<file path="src/rtl/icmp_responder.sv">
// ICMP engine: answers echo requests, drops malformed or oversized ones and
// flags destination-unreachable messages that quote a chosen UDP source port.
`timescale 1ns/1ps
module icmp_responder #(
    parameter int          MAX_PAYLOAD  = 512,
    parameter logic [15:0] UNREACH_PORT = 16'd1024,
    parameter int          UNREACH_EN   = 1
) (
    input  logic        clock,
    input  logic        reset_n,
    input  logic        rx_enable,
    input  logic [7:0]  rx_data,
    input  logic [47:0] remote_mac,
    input  logic [31:0] remote_ip,
    input  logic        tx_enable,
    output logic        tx_request,
    output logic        tx_active,
    output logic [7:0]  tx_data,
    output logic [15:0] length,
    output logic [47:0] destination_mac,
    output logic [31:0] destination_ip,
    output logic        dst_unreachable,
    output logic [15:0] echo_count,
    output logic [15:0] drop_count
);
    // IDLE wait for type | HEADER code+checksum | PAYLOAD buffer+sum | CHECK verify
    // TXREQ wait grant   | TX emit reply        | DISCARD drain rx   | UNREACH port match

    localparam int          AW      = $clog2(MAX_PAYLOAD);
    localparam logic [AW:0] PTR_MAX = (AW + 1)'(MAX_PAYLOAD);

    typedef enum logic [2:0] {
        IDLE, HEADER, PAYLOAD, CHECK, TXREQ, TX, DISCARD, UNREACH
    } state_t;

    state_t        state;
    logic [AW:0]   wr_ptr;
    logic [AW-1:0] rd_ptr;
    logic [31:0]   sum;
    logic [15:0]   rx_cks;
    logic [15:0]   cks;
    logic [15:0]   tx_idx;
    logic [4:0]    byte_idx;
    logic          rx_enable_d;
    logic [7:0]    mem [MAX_PAYLOAD];
    logic [7:0]    ram_q;
    logic          ram_we;
    logic [15:0]   chk_fold;

    function automatic logic [15:0] fold(input logic [31:0] v);
        logic [16:0] a;
        logic [15:0] b;
        a = {1'b0, v[15:0]} + {1'b0, v[31:16]};
        b = a[15:0] + {15'h0, a[16]};
        return b;
    endfunction

    function automatic logic [15:0] sat_inc(input logic [15:0] v);
        return (v == 16'hFFFF) ? v : v + 16'd1;
    endfunction

    assign ram_we   = (state == PAYLOAD) && rx_enable && (wr_ptr != PTR_MAX);
    assign chk_fold = fold(sum + 32'h0000_0800 + {16'h0, rx_cks});

    always_ff @(posedge clock) begin
        if (ram_we)
            mem[wr_ptr[AW-1:0]] <= rx_data;
        ram_q <= mem[rd_ptr];
    end

    always_ff @(posedge clock or negedge reset_n) begin
        if (!reset_n) begin
            state           <= IDLE;
            wr_ptr          <= '0;
            rd_ptr          <= '0;
            sum             <= '0;
            rx_cks          <= '0;
            cks             <= '0;
            tx_idx          <= '0;
            byte_idx        <= '0;
            rx_enable_d     <= 1'b0;
            tx_request      <= 1'b0;
            tx_active       <= 1'b0;
            tx_data         <= '0;
            length          <= '0;
            destination_mac <= '0;
            destination_ip  <= '0;
            dst_unreachable <= 1'b0;
            echo_count      <= '0;
            drop_count      <= '0;
        end else begin
            rx_enable_d     <= rx_enable;
            dst_unreachable <= 1'b0;
            case (state)
                IDLE: begin
                    // only a fresh rx_enable rise starts a message, so the tail
                    // of a packet that arrived while busy is never parsed
                    if (rx_enable && !rx_enable_d) begin
                        destination_mac <= remote_mac;
                        destination_ip  <= remote_ip;
                        sum             <= '0;
                        wr_ptr          <= '0;
                        byte_idx        <= 5'd1;
                        if (rx_data == 8'h08)
                            state <= HEADER;
                        else if (rx_data == 8'h03 && UNREACH_EN != 0)
                            state <= UNREACH;
                        else
                            state <= DISCARD;
                    end
                end
                HEADER: begin
                    if (!rx_enable) begin
                        state      <= IDLE;
                        drop_count <= sat_inc(drop_count);
                    end else begin
                        byte_idx <= byte_idx + 5'd1;
                        case (byte_idx)
                            5'd1: begin
                                if (rx_data != 8'h00) begin
                                    state      <= DISCARD;
                                    drop_count <= sat_inc(drop_count);
                                end
                            end
                            5'd2:    rx_cks[15:8] <= rx_data;
                            default: begin
                                rx_cks[7:0] <= rx_data;
                                state       <= PAYLOAD;
                            end
                        endcase
                    end
                end
                PAYLOAD: begin
                    if (!rx_enable) begin
                        state <= CHECK;
                    end else if (wr_ptr == PTR_MAX) begin
                        state      <= DISCARD;
                        drop_count <= sat_inc(drop_count);
                    end else begin
                        wr_ptr <= wr_ptr + 1'b1;
                        sum    <= sum + (wr_ptr[0] ? {24'h0, rx_data}
                                                   : {16'h0, rx_data, 8'h00});
                    end
                end
                CHECK: begin
                    if (wr_ptr < (AW + 1)'(4) || chk_fold != 16'hFFFF) begin
                        state      <= IDLE;
                        drop_count <= sat_inc(drop_count);
                    end else begin
                        length     <= 16'(wr_ptr) + 16'd4;
                        cks        <= ~fold(sum);
                        tx_request <= 1'b1;
                        state      <= TXREQ;
                    end
                end
                TXREQ: begin
                    if (tx_enable) begin
                        tx_request <= 1'b0;
                        tx_idx     <= '0;
                        rd_ptr     <= '0;
                        state      <= TX;
                    end
                end
                TX: begin
                    if (tx_idx < length) begin
                        tx_active <= 1'b1;
                        tx_idx    <= tx_idx + 16'd1;
                        // RAM read runs one byte ahead of the output register
                        if (tx_idx >= 16'd3)
                            rd_ptr <= rd_ptr + 1'b1;
                        case (tx_idx)
                            16'd0, 16'd1: tx_data <= 8'h00;
                            16'd2:        tx_data <= cks[15:8];
                            16'd3:        tx_data <= cks[7:0];
                            default:      tx_data <= ram_q;
                        endcase
                    end else begin
                        tx_active  <= 1'b0;
                        tx_data    <= 8'h00;
                        echo_count <= sat_inc(echo_count);
                        state      <= IDLE;
                    end
                end
                DISCARD: begin
                    if (!rx_enable)
                        state <= IDLE;
                end
                UNREACH: begin
                    if (!rx_enable) begin
                        state <= IDLE;
                    end else begin
                        byte_idx <= byte_idx + 5'd1;
                        if (byte_idx == 5'd28 && rx_data != UNREACH_PORT[15:8]) begin
                            state <= DISCARD;
                        end else if (byte_idx == 5'd29) begin
                            dst_unreachable <= (rx_data == UNREACH_PORT[7:0]);
                            state           <= DISCARD;
                        end
                    end
                end
                default: state <= IDLE;
            endcase
            if ((state == TXREQ || state == TX) && rx_enable && !rx_enable_d)
                drop_count <= sat_inc(drop_count);
        end
    end
endmodule

</file>
<file path="config.mk">
export PLATFORM = sky130hd
export DESIGN_NAME = icmp_responder
export DESIGN_NICKNAME = d
export VERILOG_FILES = /design/src/rtl/icmp_responder.sv
export SDC_FILE = /design/constraint.sdc
export NUM_CORES = 2
export LEC_CHECK = 0
export BUFFER_PORTS_ARGS = -buffer_cell sky130_fd_sc_hd__buf_2
export CAP_MARGIN = 40
export CORE_MARGIN = 8
export CORE_UTILIZATION = 59
export CTS_BUF_LIST = sky130_fd_sc_hd__clkbuf_4
export CTS_CLUSTER_DIAMETER = 60
export DETAILED_ROUTE_END_ITERATION = 16
export PLACE_DENSITY_LB_ADDON = 0.08
export REMOVE_ABC_BUFFERS = 1
export SKIP_LAST_GASP = 1
export SLEW_MARGIN = 20
export SYNTH_ARGS = -nofsm -noshare
export SYNTH_HDL_FRONTEND = slang
export SYNTH_SLANG_ARGS = --single-unit
export TNS_END_PERCENT = 1
</file>
<file path="constraint.sdc">
create_clock -name clock -period 7.25 [get_ports clock]
set_input_delay 0.725 -clock clock [delete_from_list [all_inputs] [get_ports clock]]
set_output_delay 0.725 -clock clock [all_outputs]
set_load 0.05 [all_outputs]
</file>
==> flow_summary.json <==
{
  "status": "complete, no violations",
  "cts_buffer_depth": 5,
  "ant_nets": 0,
  "nets": 9802,
  "synth_top_area_share": 0.714,
  "worst_pin_slew_ns": 1.10,
  "worst-path-buf-inv": 3,
  "power_density_mw_per_mm2": 288,
  "grt_pass1_vias": 91800,
  "dp.cells": 12000,
  "synth_area_leader_cell": "edfxtp_1",
  "crit_path_end_kind": "register",
  "slowest_delay_ns": 0.54,
  "avgViaCountPerCell": 6.33,
  "clkSinkCount": 4346,
  "io_pins": 231,
  "setup_slack_ns": 0.235,
  "dr.pass1.iters": 7,
  "cts_tree": "done",
  "cp_max_fo": 8,
  "drive_above_1_share": 0.367,
  "critical-path-top-delay-family": "compound AO/OA/AOI/OAI gates",
  "via_count": 90100,
  "fin_worst_skew_ns": 0.154,
  "required_ns": 8.66,
  "hold_ws_ns": 0.214,
  "ys_types": 74,
  "hold_class": "input pin to register",
  "worst-setup-path-type": "register to register",
  "die_area_sq_mm": 0.310,
  "fmaxAchievable_ghz": 0.143,
  "postSynthAreaPerCell_sq_um": 21.4,
  "remaining_drc_errors": 0,
  "final_common_cell": "edfxtp_1",
  "yosys-top-cells-area": "edfxtp_1 71%, mux4_2 18%, dfrtp_1 3.5%",
  "slowest_stage": "or4_4",
  "p_int_mw": 41.5,
  "area_growth_pct": 14.1,
  "cap_violations": 0,
  "synth_ff_type": "edfxtp_1",
  "share_comb_of_total_power": 0.142,
  "track_usage": 0.287,
  "routed_wl_mm": 440,
  "overflow": 0,
  "fillers": 18900,
  "rows": 198,
  "cts_root_buf": "clkbuf_4",
  "antenna_found_initial": 31,
  "syn_area_sq_mm": 0.172,
  "period_needed_ns": 7.02,
  "synth_seq_cells": 4346,
  "cp_data_arrival_time_ns": 8.42,
  "drtIter0Drc": 10600,
  "final_area_sq_mm": 0.197,
  "yosysWarnings": 0,
  "maxSlewHeadroom": 0.269,
  "path_clk_slew_ns": 0.07,
  "power_frac_clock": 0.361,
  "clk_latency_ns": 1.65,
  "p_sw_mw": 15.1,
  "report.final.slew_viol_count": 0,
  "dp_slack_ns": -0.522,
  "dpl_cell_area_sq_mm": 0.180,
  "layout.cells.non_filler": 14200,
  "synth_edf_count": 4096,
  "grt_max_degree": 193,
  "core_area_sq_mm": 0.291,
  "dieHeight_um": 556,
  "dieWidth_um": 556,
  "seq_power_share": 0.498,
  "async_flop_share": 0.0557,
  "final.period_utilization": 0.968,
  "cts_htree_levels": 7,
  "finalSetupViolCount": 0,
  "start_util": 0.593,
  "syn-instance-count": 8059,
  "gp_congestion": 0.852,
  "wire_per_inst_um": 31.0,
  "cp-start-kind": "register",
  "tns_ns": 0,
  "synth_seq_area_share": 0.750,
  "hold_viol_final": 0,
  "dpl.hpwl_mm": 261,
  "irDropWorstVdd_mv": 0.401,
  "final_cell_mix": "4096 x edfxtp_1, 1633 x clkbuf_4, 1360 x mux4_2",
  "p_sw_frac": 0.267,
  "tritoncts.num_buffers": 1163,
  "p_leak_nw": 63.5,
  "io_buffer_count": 225,
  "grt_pass1_wl_mm": 636
}
## synthesized netlist by cell type, types with 21 or more instances
cell      instances
buf_1            33
and2_1           34
buf_2           103
ha_1            114
a21o_1           21
clkbuf_1        300
xor2_1           43
a21oi_1          56
nor3_1           29
inv_1            47
dfrtp_1         242
nand4_1          29
o21ai_0          77
nand2_1         400
mux4_2         1360
mux2_2           34
nand3_1          73
edfxtp_1       4096
xnor2_1          92
nor2b_1          22
nor2_1          590
and3_1           32
## state kept, by name, indices dropped and copies added (netlist names)
register and flops:
rx_enable_d 1, cks 16, tx_data 8, drop_count 16, rx_cks 16, tx_request 1, mem 4096, sum 32
state 3, wr_ptr 10, echo_count 16, destination_ip 32, rd_ptr 9, byte_idx 5, ram_q 8, tx_active 1
dst_unreachable 1, destination_mac 48, tx_idx 16, length 11
## kinds of logic (layout without fill, tap and decap cells)
kind of cell | after synthesis | in the layout | share of synthesized area
other | 1 | 29 | 0.0000218
AO/OA/AOI/OAI | 281 | 281 | 0.0107
adder cells (fa/ha/maj) | 118 | 118 | 0.00874
AND/OR/NAND/NOR | 1286 | 1286 | 0.0319
buffers and inverters | 492 | 2725 | 0.0117
flip-flops | 4346 | 4346 | 0.750
multiplexers | 1399 | 1399 | 0.180
XOR/XNOR | 136 | 136 | 0.00700
## metrics by stage
| stage | power (mW) | utilization |
|---|---|---|
| finish | 56.6 | 0.676 |
| global route | 58.8 | 0.676 |
| CTS | 56.8 | 0.671 |
| detailed placement | 36.4 | 0.617 |
| global placement | 36.2 | 0.616 |
| floorplan | 34.6 | - |
## final timing paths
check                                               start                             end  slack [ns]  depth (start not counted)
max in group asynchronous                         reset_n           rd_ptr[3]$_DFFE_PN0P_        6.14                          4
min                                            rx_data[7]           mem[160][7]$_DFFE_PP_        0.21                          2
min reg2reg                destination_ip[24]$_DFFE_PN0P_  destination_ip[24]$_DFFE_PN0P_        0.47                          2
max reg2reg                            sum[1]$_DFFE_PN0P_             cks[11]$_DFFE_PN0P_        0.23                         33
min in group asynchronous                         reset_n       echo_count[9]$_DFFE_PN0P_        0.32                          4
max                                    sum[1]$_DFFE_PN0P_             cks[11]$_DFFE_PN0P_        0.23                         33
## worst register-to-register path, delay by kind of cell, from the launching register on
kind / cells / cell delay (ns)
AO/OA/AOI/OAI: 17 / 2.78
XOR/XNOR: 1 / 0.19
adder cells (fa/ha/maj): 6 / 1.67
buffers and inverters: 3 / 0.56
flip-flops: 1 / 0.41
multiplexers: 1 / 0.27
AND/OR/NAND/NOR: 5 / 1.01
## final cells by class
| cell class | instances | area (sq um) | share of cell area |
|---|---|---|---|
| Clock buffer | 1632 | 12300 | 0.0623 |
| Antenna cell | 24 | 60.1 | 0.000306 |
| Inverter | 47 | 176 | 0.000897 |
| Clock inverter | 237 | 1370 | 0.00696 |
| Sequential cell | 4346 | 129000 | 0.657 |
| Timing Repair Buffer | 809 | 7090 | 0.0360 |
| Multi-Input combinational cell | 3225 | 41500 | 0.211 |
| Tap cell | 3900 | 4880 | 0.0248 |
## power groups by stage
stage / clock, mW / combinational, mW / sequential [mW]
2_1_floorplan: 0 / 4.85 / 29.8
4_1_cts: 20.8 / 7.86 / 28.1
3_3_place_gp: 0 / 7.59 / 28.7
3_5_place_dp: 0 / 7.72 / 28.7
6_report: 20.4 / 8.01 / 28.2
5_1_grt: 22.1 / 8.45 / 28.2
## routing by layer
layer,GRT usage,vias to the layer above,wire [um]
met5,0,-,55
met2,0.439,4887,210000
met1,0.409,47400,173000
met4,0.0889,8,10700
li1,-,37100,-
met3,0.0798,628,45900
## what timing repair did
item / CTS / global route
setup endpoints to repair: 45 / 45
resized for setup: 14 / 31
pin swaps: 4 / 30
hold buffers: 199 / 0
gates cloned: 0 / 3
setup buffers: 0 / 13
hold endpoints to repair: 1649 / 0
Note: power is estimated with default switching activity, not from simulation.
